--- config.mk ---
export PLATFORM = sky130hd
export DESIGN_NAME = tc_pipe_mul_sat
export DESIGN_NICKNAME = d
export VERILOG_FILES = /design/src/rtl/tc_pipe_mul_sat.sv
export SDC_FILE = /design/constraint.sdc
export NUM_CORES = 1
export LEC_CHECK = 0
export ABC_AREA = 1
export ABC_CLOCK_PERIOD_IN_PS = 7100
export BUFFER_PORTS_ARGS = -buffer_cell sky130_fd_sc_hd__buf_2
export CAP_MARGIN = 0
export CELL_PAD_IN_SITES_DETAIL_PLACEMENT = 1
export CELL_PAD_IN_SITES_GLOBAL_PLACEMENT = 2
export CORE_UTILIZATION = 25
export CTS_BUF_LIST = sky130_fd_sc_hd__clkbuf_8
export CTS_CLUSTER_SIZE = 28
export DETAILED_ROUTE_END_ITERATION = 10
export PLACE_DENSITY = 0.66
export SKIP_LAST_GASP = 1
export SYNTH_ARGS = -nofsm -noshare
export SYNTH_HDL_FRONTEND = slang
export SYNTH_SLANG_ARGS = --single-unit
--- constraint.sdc ---
create_clock -name ap_clk -period 7.1 [get_ports ap_clk]
set_input_delay 0.355 -clock ap_clk [delete_from_list [all_inputs] [get_ports ap_clk]]
set_output_delay 0.355 -clock ap_clk [all_outputs]
set_load 0.01 [all_outputs]
--- src/rtl/tc_pipe_mul_sat.sv ---
// -----------------------------------------------------------------------------
// tc_pipe_mul_sat
//   Pipelined signed multiplier with optional rounding right shift and an
//   overflow flag. A pair accepted with ce=1 and din_valid=1 produces its
//   result exactly NUM_STAGE enabled cycles later. With ce=0 every register,
//   valid bits included, holds its value.
//
//   Stage layout:
//     NUM_STAGE=1 : multiply, round and clip are combinational; only the
//                   output is registered.
//     NUM_STAGE=2 : operand registers, then the output register.
//     NUM_STAGE>=3: operand registers, product register, (NUM_STAGE-3)
//                   product retiming registers, then the output register.
//
//   Build option:
//     TC_PIPE_MUL_SAT_EN defined   -> an out-of-range result is clamped to
//                                     the nearest DOUT_WIDTH limit.
//     TC_PIPE_MUL_SAT_EN undefined -> the low DOUT_WIDTH bits are output.
//     ovf is computed the same way in both builds.
//
// Ports
//   ap_clk     in   clock, rising edge
//   ap_rst     in   synchronous active-high reset
//   ce         in   pipeline advance enable
//   din_valid  in   din0/din1 carry a valid pair
//   din0       in   signed operand A, DIN0_WIDTH bits
//   din1       in   signed operand B, DIN1_WIDTH bits
//   dout_valid out  dout/ovf carry a result
//   dout       out  signed result, DOUT_WIDTH bits
//   ovf        out  rounded product did not fit DOUT_WIDTH
// -----------------------------------------------------------------------------
module tc_pipe_mul_sat #(
  parameter int DIN0_WIDTH = 18,
  parameter int DIN1_WIDTH = 18,
  parameter int DOUT_WIDTH = 34,
  parameter int NUM_STAGE  = 3,
  parameter int SHIFT      = 0
) (
  input  logic                         ap_clk,
  input  logic                         ap_rst,
  input  logic                         ce,
  input  logic                         din_valid,
  input  logic signed [DIN0_WIDTH-1:0] din0,
  input  logic signed [DIN1_WIDTH-1:0] din1,
  output logic                         dout_valid,
  output logic signed [DOUT_WIDTH-1:0] dout,
  output logic                         ovf
);

  localparam int PW = DIN0_WIDTH + DIN1_WIDTH;

  // Half an LSB of the shifted result; zero when no shift is applied.
  localparam logic [PW:0] RND =
    (SHIFT > 0) ? ((PW+1)'(1) << ((SHIFT > 0) ? SHIFT - 1 : 0)) : '0;

  // Product and its valid bit as seen by the output stage.
  logic signed [PW-1:0]         w_p_pre;
  logic                         w_vld_pre;

  logic signed [PW:0]           w_r;
  logic [PW-DOUT_WIDTH+1:0]     w_hi;
  logic                         w_ovf;
  logic signed [DOUT_WIDTH-1:0] w_dout;

  generate
    if (NUM_STAGE == 1) begin : g_n1
      assign w_p_pre   = PW'(din0) * PW'(din1);
      assign w_vld_pre = din_valid;
    end else begin : g_in
      logic signed [DIN0_WIDTH-1:0] r_a;
      logic signed [DIN1_WIDTH-1:0] r_b;
      logic                         r_vld_in;
      logic signed [PW-1:0]         w_p_in;

      always_ff @(posedge ap_clk) begin
        if (ap_rst) begin
          r_vld_in <= 1'b0;
          r_a      <= '0;
          r_b      <= '0;
        end else if (ce) begin
          r_vld_in <= din_valid;
          if (din_valid) begin
            r_a <= din0;
            r_b <= din1;
          end
        end
      end

      assign w_p_in = PW'(r_a) * PW'(r_b);

      if (NUM_STAGE == 2) begin : g_n2
        assign w_p_pre   = w_p_in;
        assign w_vld_pre = r_vld_in;
      end else begin : g_nx
        // r_p[2] is the product register; higher indices are pure delay.
        logic signed [PW-1:0]   r_p [2:NUM_STAGE-1];
        logic [NUM_STAGE-1:2]   r_pv;

        always_ff @(posedge ap_clk) begin
          if (ap_rst) begin
            r_pv <= '0;
            for (int k = 2; k < NUM_STAGE; k++) begin
              r_p[k] <= '0;
            end
          end else if (ce) begin
            r_pv[2] <= r_vld_in;
            if (r_vld_in) begin
              r_p[2] <= w_p_in;
            end
            for (int k = 3; k < NUM_STAGE; k++) begin
              r_pv[k] <= r_pv[k-1];
              if (r_pv[k-1]) begin
                r_p[k] <= r_p[k-1];
              end
            end
          end
        end

        assign w_p_pre   = r_p[NUM_STAGE-1];
        assign w_vld_pre = r_pv[NUM_STAGE-1];
      end
    end
  endgenerate

  // Round half toward +inf, then check whether the bits above the output
  // sign bit are a pure sign extension.
  always_comb begin
    w_r    = ($signed({w_p_pre[PW-1], w_p_pre}) + $signed(RND)) >>> SHIFT;
    w_hi   = w_r[PW:DOUT_WIDTH-1];
    w_ovf  = !((&w_hi) || !(|w_hi));
    w_dout = w_r[DOUT_WIDTH-1:0];
`ifdef TC_PIPE_MUL_SAT_EN
    if (w_ovf) begin
      w_dout = w_r[PW] ? {1'b1, {(DOUT_WIDTH-1){1'b0}}}
                       : {1'b0, {(DOUT_WIDTH-1){1'b1}}};
    end
`else
`endif
  end

  always_ff @(posedge ap_clk) begin
    if (ap_rst) begin
      dout_valid <= 1'b0;
      dout       <= '0;
      ovf        <= 1'b0;
    end else if (ce) begin
      dout_valid <= w_vld_pre;
      if (w_vld_pre) begin
        dout <= w_dout;
        ovf  <= w_ovf;
      end
    end
  end

endmodule

* Word level (Yosys, flattened, before mapping)
Memories as Yosys holds them, arrays and structs flattened.
Cells that the tools add are included.
** Word-level totals
- Register bits after elaboration :: 74
- RAM bits :: 36
- Input port bits :: 40
- Output and inout port bits :: 36
- Memories :: 1
** Memories
- g_in.g_nx.r_p :: words 1, width 36, read ports 1, clocked after memory_dff 0, write ports 1, line 96 : logic signed [PW-1:0] r_p [2:NUM_STAGE-1];
** Cells by class
- Multiply operators :: 1
- Mux-type cells :: 7
- Bitwise logic cells :: 1
- Reductions and logical operators :: 7
** Operators with widths (number)
- $mul 18x18->36 :: 1
- $mux 36 :: 1
- $mux 1 :: 6
- $reduce_and 2->1 :: 2
- $reduce_and 3->1 :: 1
- $reduce_or 3->1 :: 1
- $logic_not 1->1 :: 2
- $logic_or 1x1->1 :: 1
- $or 1x1->1 :: 1

* Depth between registers and ports, before layout
Gate-level depths: netlist (run 1).
- Depth in word-level cells :: 5
- Depth in mapped cells :: 29
- Depth with buffers taken out :: 27

* Worst setup path before layout (run 1)
Ideal clock, no wire load.
- Path kind :: reg-to-reg
- Start :: reg g_in.r_b[4]
- End :: mem g_in.g_nx.r_p[2][32] (netlist bit), data pin
- Arrival time :: 5.448 ns
- Setup slack :: 1.397 ns
- Cell stages (with the launch flop) :: 22
- Buffers on the path :: 2
- Cell sequence :: dfxtp_1 -> clkbuf_1 -> clkbuf_1 -> nand2_1 -> fa_1 -> inv_1 -> fa_1 -> fa_1 -> fa_1 -> fa_1 -> inv_1 -> fa_1 -> inv_1 -> ha_1 -> nand2_1 -> inv_2 -> nand3_1 -> nor3_4 -> and2_1 -> nand2_1 -> nand3_1 -> a21oi_1
** Between the ends
- Word-level cells in the longest chain between the ends :: 2
** RTL lines
- from (decl) :: line 71 : logic signed [DIN1_WIDTH-1:0] r_b;
- from (signal assigned) :: line 84 : r_b <= din1;
- $mul 18x18->36 :: line 89 : assign w_p_in = PW'(r_a) * PW'(r_b);
- $mux 36 (no source line)
- to (decl) :: line 96
Every way passes these cells.

* Final worst setup path (run 1)
- Start :: reg g_in.r_b[6]
- End :: mem g_in.g_nx.r_p[2][30] (netlist bit), data pin
The elaborated chain is that of the path after synthesis.

==> impl_metrics.env, run 1 <==
export IMPL_status="finished clean"
export IMPL_grt_pass1_wl_um=84400
export IMPL_synth_most_common_cell="inv_1"
export IMPL_cts_inserted_buffers=9
export IMPL_synthesis_instances=2217
export IMPL_postCtsSetupBuffers=0
export IMPL_wl_um=50900
export IMPL_htreeDepth=3
export IMPL_min_period_ns=6.44
export IMPL_multi_input_area_sq_mm=0.0118
export IMPL_drc=0
export IMPL_io_buffer_count=75
export IMPL_synth_compound_area_share_pct=4.33
export IMPL_wl_per_cell_um=16.2
export IMPL_start_util_pct=25.4
export IMPL_cts_tree="yes"
export IMPL_synth_xor_area_share_pct=0.408
export IMPL_vdd_drop_max_uv=95.8
export IMPL_drive_gt1_share_pct=8.75
export IMPL_critPathArrivalTime_ns=6.75
export IMPL_grt_pass1_vias=15600
export IMPL_worstSetupPathType="flop to flop"
export IMPL_slew_headroom_pct=33.0
export IMPL_synth_cell_type_count=36
export IMPL_die_x_um=264
export IMPL_layout_nets=2721
export IMPL_fin_ws_ns=0.657
export IMPL_postSynth_asyncResetShare_pct=0
export IMPL_power_leakage_nw=10.7
export IMPL_drtIter0Drc=522
export IMPL_synth_area_leader_cell="fa_1"
export IMPL_cp_end_kind="flop"
export IMPL_start_kind="flop"
export IMPL_grt_total_usage_pct=15.5
export IMPL_hpwl_um=44100
export IMPL_syn_area_per_cell_sq_um=7.74
export IMPL_num_fill_cells=8204
export IMPL_synth_top_family_by_area="adder cells"
export IMPL_synth_warnings=0
export IMPL_muxShareOfSynthArea_pct=0
export IMPL_synth_nets=2679
export IMPL_synthTopCellsByCount="inv_1 (634), nand2_1 (510), fa_1 (329)"
export IMPL_firstDrtPassIters=5
export IMPL_hold_violations=0
export IMPL_vias_per_cell=4.28
export IMPL_crit_required_ns=7.41
export IMPL_p_per_area_mw_per_mm2=130
export IMPL_ys_ff_latch=110
export IMPL_tightest_slew_ns=1.00
export IMPL_min_period_over_period_pct=90.7
export IMPL_rows=95
export IMPL_synth_top_area_share_pct=38.4
export IMPL_ctsHoldBuffers=0
export IMPL_grt_antenna_before_repair=0
export IMPL_cts_buffer_depth=2
export IMPL_core_area_sq_mm=0.0675
export IMPL_area_growth_pct=9.61
export IMPL_clk_pin_slew_ns=0.12
export IMPL_clkLatencyLatePin_ns=0.47
export IMPL_finalSetupViolCount=0
export IMPL_clock_sinks=110
export IMPL_final_max_slew_viol_count=0
export IMPL_grt_overflow_total=0
export IMPL_synth_flop_cell="dfxtp_1"
export IMPL_finClkSkew_ns=0.0345
export IMPL_root_buffer="clkbuf_8"
export IMPL_fin_tns_setup_ns=0
export IMPL_fp_dieArea_sq_mm=0.0697
export IMPL_cp_max_fo=16
export IMPL_grt_max_degree=74
export IMPL_synthTopCellsByArea="fa_1 (38%), inv_1 (14%), nand2_1 (11%)"
export IMPL_synthSimpleGateAreaFrac_pct=19.0
export IMPL_insertedDiodeCount=0
export IMPL_rsz0062_at_grt="false"
export IMPL_hold_path_class="input pin to flop"
export IMPL_ant_nets=0
export IMPL_seq_area_frac_synth_pct=14.9
export IMPL_cap_violations=0
export IMPL_fp_dieH_um=264
export IMPL_vias=13400
export IMPL_ios=76
export IMPL_detailedPlace_worstSlack_ns=0.686
export IMPL_netlist_area_sq_mm=0.0172
export IMPL_max_clock_freq_ghz=0.155
export IMPL_register_area_sq_mm=0.00256
export IMPL_postCtsResizedCells=0
export IMPL_synth_edf_count=36
export IMPL_place_congestion=0.824
export IMPL_synthAdderAreaFrac_pct=45.2
[area by class of cell]
cell class                 instances  share of cell area [%]
timing repair buffer             125                    3.99
sequential                       110                    13.6
tap                              873                    5.81
multi-input combinational       1369                    62.8
inverter                         644                    12.9
clock buffer                       9                   0.659
clock inverter                     7                   0.226
[worst max-delay path, cell delays in order (launching register included)]
cell and delay, ns:
dfxtp_1 0.83, nand2_1 0.30, fa_1 0.61, inv_1 0.08, fa_1 0.80, fa_1 0.53
fa_1 0.58, fa_1 0.44, fa_1 0.44, ha_1 0.45, nand2_1 0.21, nor2_1 0.32
nand2_1 0.16, nor2_1 0.11, nand2_1 0.12, nand3_1 0.11, nand2_1 0.05, a21oi_1 0.13
[layer usage]
metal	track usage, %	vias up	share of wire (%)
met5	0	-	0
met4	3.50	0	1.7
met3	1.55	43	2.5
met2	28.1	146	50
met1	19.8	6863	45
li1	-	6367	-
[final timing paths]
| kind | startpoint | end | slack (ns) | depth (start not counted) |
|---|---|---|---|---|
| max | g_in.r_b[6] | g_in.g_nx.r_p[2][30] | 0.66 | 17 |
| min | ap_rst | dout_valid | 0.11 | 2 |
| max reg2reg | g_in.r_b[6] | g_in.g_nx.r_p[2][30] | 0.66 | 17 |
| min reg2reg | dout_valid | dout_valid | 0.48 | 2 |
[cell usage in the layout, fill, tap and decap left out, types with 2 or more instances in the layout]
master,netlist,final
buf_4,0,50
a21oi_1,49,49
o21bai_1,5,5
a21o_1,2,2
nor3_2,2,2
nand2_2,19,19
nand3_1,34,34
nand4_1,14,14
edfxtp_1,36,36
inv_4,0,2
nor2_2,14,14
xnor2_1,2,2
buf_2,0,75
inv_1,634,637
clkinv_1,4,3
clkbuf_8,0,9
dfxtp_1,74,74
nand3b_1,2,2
nor2_4,2,2
nand2_1,510,510
ha_1,93,93
or2_2,2,2
nand3_2,3,3
xor2_1,6,6
o21ai_0,75,75
inv_2,6,7
nor2_1,191,191
nor3_1,2,2
a21oi_2,5,5
and2_4,2,2
fa_1,329,329
[power by group]
group / leakage (nW) / total (mW) / switching [mW] / internal [mW]
Sequential: 0.979 / 0.749 / 0.0686 / 0.681
Combinational: 9.66 / 1.30 / 0.840 / 0.464
Clock: 0.0958 / 0.397 / 0.269 / 0.127
[cells by family after synthesis]
kind of cell    count (synthesis)
flops                         110
fa+ha+maj                     422
xor+xnor                        8
simple gates                  800
buf+inv                       738
compound gates                139
[flip-flops by register name (all words and copies together), names as in the netlist]
signal          flops
g_in.g_nx.r_pv      1
dout               34
g_in.r_a           18
dout_valid          1
g_in.r_b           18
g_in.r_vld_in       1
ovf                 1
g_in.g_nx.r_p      36
[metrics by stage]
step / area (sq um) / cells / total power [mW] / hold slack, ns / utilization [%]
finish: 18800 / 3137 / 2.45 / 0.114 / 27.9
detailed placement: 18600 / 3121 / 2.11 / 0.465 / 27.6
global route: 18800 / 3137 / 2.70 / 0.0963 / 27.9
floorplan: 17200 / 2217 / 1.65 / 0.424 / -
global placement: 18600 / 3121 / 2.09 / 0.446 / 27.6
CTS: 18800 / 3137 / 2.52 / 0.0709 / 27.9
Power figures use the tool's default switching activity.
==> run 2: changes to the inputs <==
- ABC_CLOCK_PERIOD_IN_PS: 7100 -> 7200
- clock period: 7.1 -> 7.2 ns (I/O delays scaled with it)
==> impl_metrics.env, run 2 (synthesis gave the netlist of run 1 again) <==
export IMPL_status="finished clean"
export IMPL_start_util_pct=25.4
export IMPL_hold_path_class="input pin to flop"
export IMPL_root_buffer="clkbuf_8"
export IMPL_drc=0
export IMPL_max_stage_delay_ns=0.80
export IMPL_io_buffer_count=75
export IMPL_cp_max_fo=19
export IMPL_min_period_over_period_pct=89.4
export IMPL_worst_path_buf_inv=8
export IMPL_largest_register_ffs=36
export IMPL_vias=13200
export IMPL_wl_per_cell_um=16.2
export IMPL_grt_pass1_vias=15500
export IMPL_fp_dieH_um=264
export IMPL_crit_top_cell="inv_1"
export IMPL_r2r_end="g_in.g_nx.r_p[2][27]"
export IMPL_ant_nets=0
export IMPL_register_area_sq_mm=0.00256
export IMPL_p_per_area_mw_per_mm2=130
export IMPL_met2_length_um=25600
export IMPL_clock_sinks=110
export IMPL_slew_headroom_pct=39.3
export IMPL_die_x_um=264
export IMPL_crit_cells=23
export IMPL_power_leakage_nw=10.7
export IMPL_grt_max_degree=74
export IMPL_place_congestion=0.798
export IMPL_layout_commonest_cell="inv_1"
export IMPL_rr_startpoint="g_in.r_b[1]"
export IMPL_wl_um=50800
export IMPL_cts_buffer_depth=2
export IMPL_finClkSkew_ns=0.0309
export IMPL_cts_tree="yes"
export IMPL_layout_cells_most_common_list="inv_1 (636), nand2_1 (510), fa_1 (329), nor2_1 (191), ha_1 (93)"
export IMPL_hold_start="ap_rst"
export IMPL_top_layer="met4"
export IMPL_wl_met3_um=1220
export IMPL_worstSetupPathType="flop to flop"
export IMPL_rr_worst_depth=23
export IMPL_grt_pass1_wl_um=84100
export IMPL_rows=95
export IMPL_grt_antenna_before_repair=0
export IMPL_worst_r2r_setup_slack_ns=0.76
export IMPL_fin_tns_setup_ns=0
export IMPL_regMostFlops="g_in.g_nx.r_p"
export IMPL_num_fill_cells=8230
export IMPL_tightest_slew_ns=0.909
export IMPL_drtIter0Drc=437
export IMPL_postCtsResizedCells=0
export IMPL_vias_per_cell=4.22
export IMPL_htreeDepth=3
export IMPL_path_cells="nand2_1 -> inv_1 -> fa_1 -> inv_1 -> fa_1 -> inv_1 -> ha_1 -> inv_1 -> fa_1 -> inv_1 -> fa_1 -> inv_1 -> fa_1 -> inv_1 -> ha_1 -> nand2_1 -> nor2_2 -> nand2_1 -> inv_1 -> nand3_1 -> nand3_1 -> nand2_1 -> a21oi_1"
export IMPL_firstDrtPassIters=4
export IMPL_cp_end_kind="flop"
export IMPL_finalPower_mw=2.45
export IMPL_crit_required_ns=7.45
export IMPL_cap_violations=0
export IMPL_reg_top3="g_in.g_nx.r_p: 36 flops, dout: 34 flops"
export IMPL_ios=76
export IMPL_drive_gt1_share_pct=8.59
export IMPL_slowest_stage="dfxtp_1"
export IMPL_clk_pin_slew_ns=0.12
export IMPL_startpoint="g_in.r_b[1]"
export IMPL_hold_violations=0
export IMPL_layout_nets=2716
export IMPL_core_area_sq_mm=0.0675
export IMPL_met1_length_um=23300
export IMPL_rsz0062_at_grt="false"
export IMPL_crit_path_end="g_in.g_nx.r_p[2][27]"
export IMPL_max_clock_freq_ghz=0.155
export IMPL_final_max_slew_viol_count=0
export IMPL_fp_dieArea_sq_mm=0.0697
export IMPL_hpwl_um=44000
export IMPL_grt_overflow_total=0
export IMPL_start_kind="flop"
export IMPL_clkLatencyLatePin_ns=0.45
export IMPL_multi_input_area_sq_mm=0.0118
export IMPL_critical_path_top_delay_family="adder cells"
export IMPL_min_period_ns=6.44
export IMPL_area_growth_pct=9.58
export IMPL_finalSetupViolCount=0
export IMPL_critPathArrivalTime_ns=6.69
export IMPL_grt_total_usage_pct=15.5
export IMPL_postCtsSetupBuffers=0
export IMPL_ctsHoldBuffers=0
export IMPL_cts_inserted_buffers=9
export IMPL_vdd_drop_max_uv=72.0
==> run 2: cell count changes in the layout (fill, tap and decap cells not counted), sizes merged <==
cell,change
buf,-5
bufinv,+1
clkinv,+1
clkinvlp,-1
diode,+1
inv,-1
==> run 2: worst reg2reg max path: stages, from the launching register on <==
cell,delay (ns)
dfxtp_1,0.80
nand2_1,0.12
inv_1,0.15
fa_1,0.45
inv_1,0.22
fa_1,0.47
inv_1,0.09
ha_1,0.46
inv_1,0.26
fa_1,0.55
inv_1,0.05
fa_1,0.53
inv_1,0.05
fa_1,0.49
inv_1,0.04
ha_1,0.41
nand2_1,0.18
nor2_2,0.20
nand2_1,0.13
inv_1,0.10
nand3_1,0.13
nand3_1,0.12
nand2_1,0.05
a21oi_1,0.19
==> run 2: per-layer routing <==
metal	vias to the layer above	global-route usage, %
li1	6353	-
met1	6730	19.8
met2	122	28.0
met3	25	1.80
met4	0	3.00
met5	-	0
==> run 2: worst min-delay path by stage <==
stage,end,slack (ns),depth (start not counted)
floorplan,dout_valid,0.43,1
global placement,g_in.r_vld_in,0.45,2
detailed placement,g_in.r_vld_in,0.47,2
CTS,dout_valid,0.09,2
global route,dout_valid,0.10,2
finish,dout_valid,0.14,2
==> run 2: where the power goes <==
part | switching, mW | internal [mW] | leakage (nW)
clock | 0.262 | 0.163 | 0.109
sequential | 0.0693 | 0.671 | 0.979
combinational | 0.822 | 0.461 | 9.63
==> run 2: per-stage QoR <==
step / utilization, % / std cells / setup slack [ns] / area (sq um) / hold slack (ns)
finish: 27.9 / 3133 / 0.762 / 18800 / 0.143
global route: 27.8 / 3132 / 0.225 / 18800 / 0.102
CTS: 27.8 / 3132 / 0.650 / 18800 / 0.0920
detailed placement: 27.6 / 3116 / 0.707 / 18600 / 0.467
global placement: 27.6 / 3116 / 0.917 / 18600 / 0.446
floorplan: - / 2217 / 1.50 / 17200 / 0.429
==> run 2: final cells by class <==
cell class / count / share of cell area [%]
antenna: 1 / 0.0133
clock buffer: 9 / 0.659
clock inverter: 7 / 0.386
inverter: 644 / 12.9
multi-input combinational: 1369 / 62.9
sequential: 110 / 13.6
tap: 873 / 5.81
timing repair buffer: 120 / 3.79
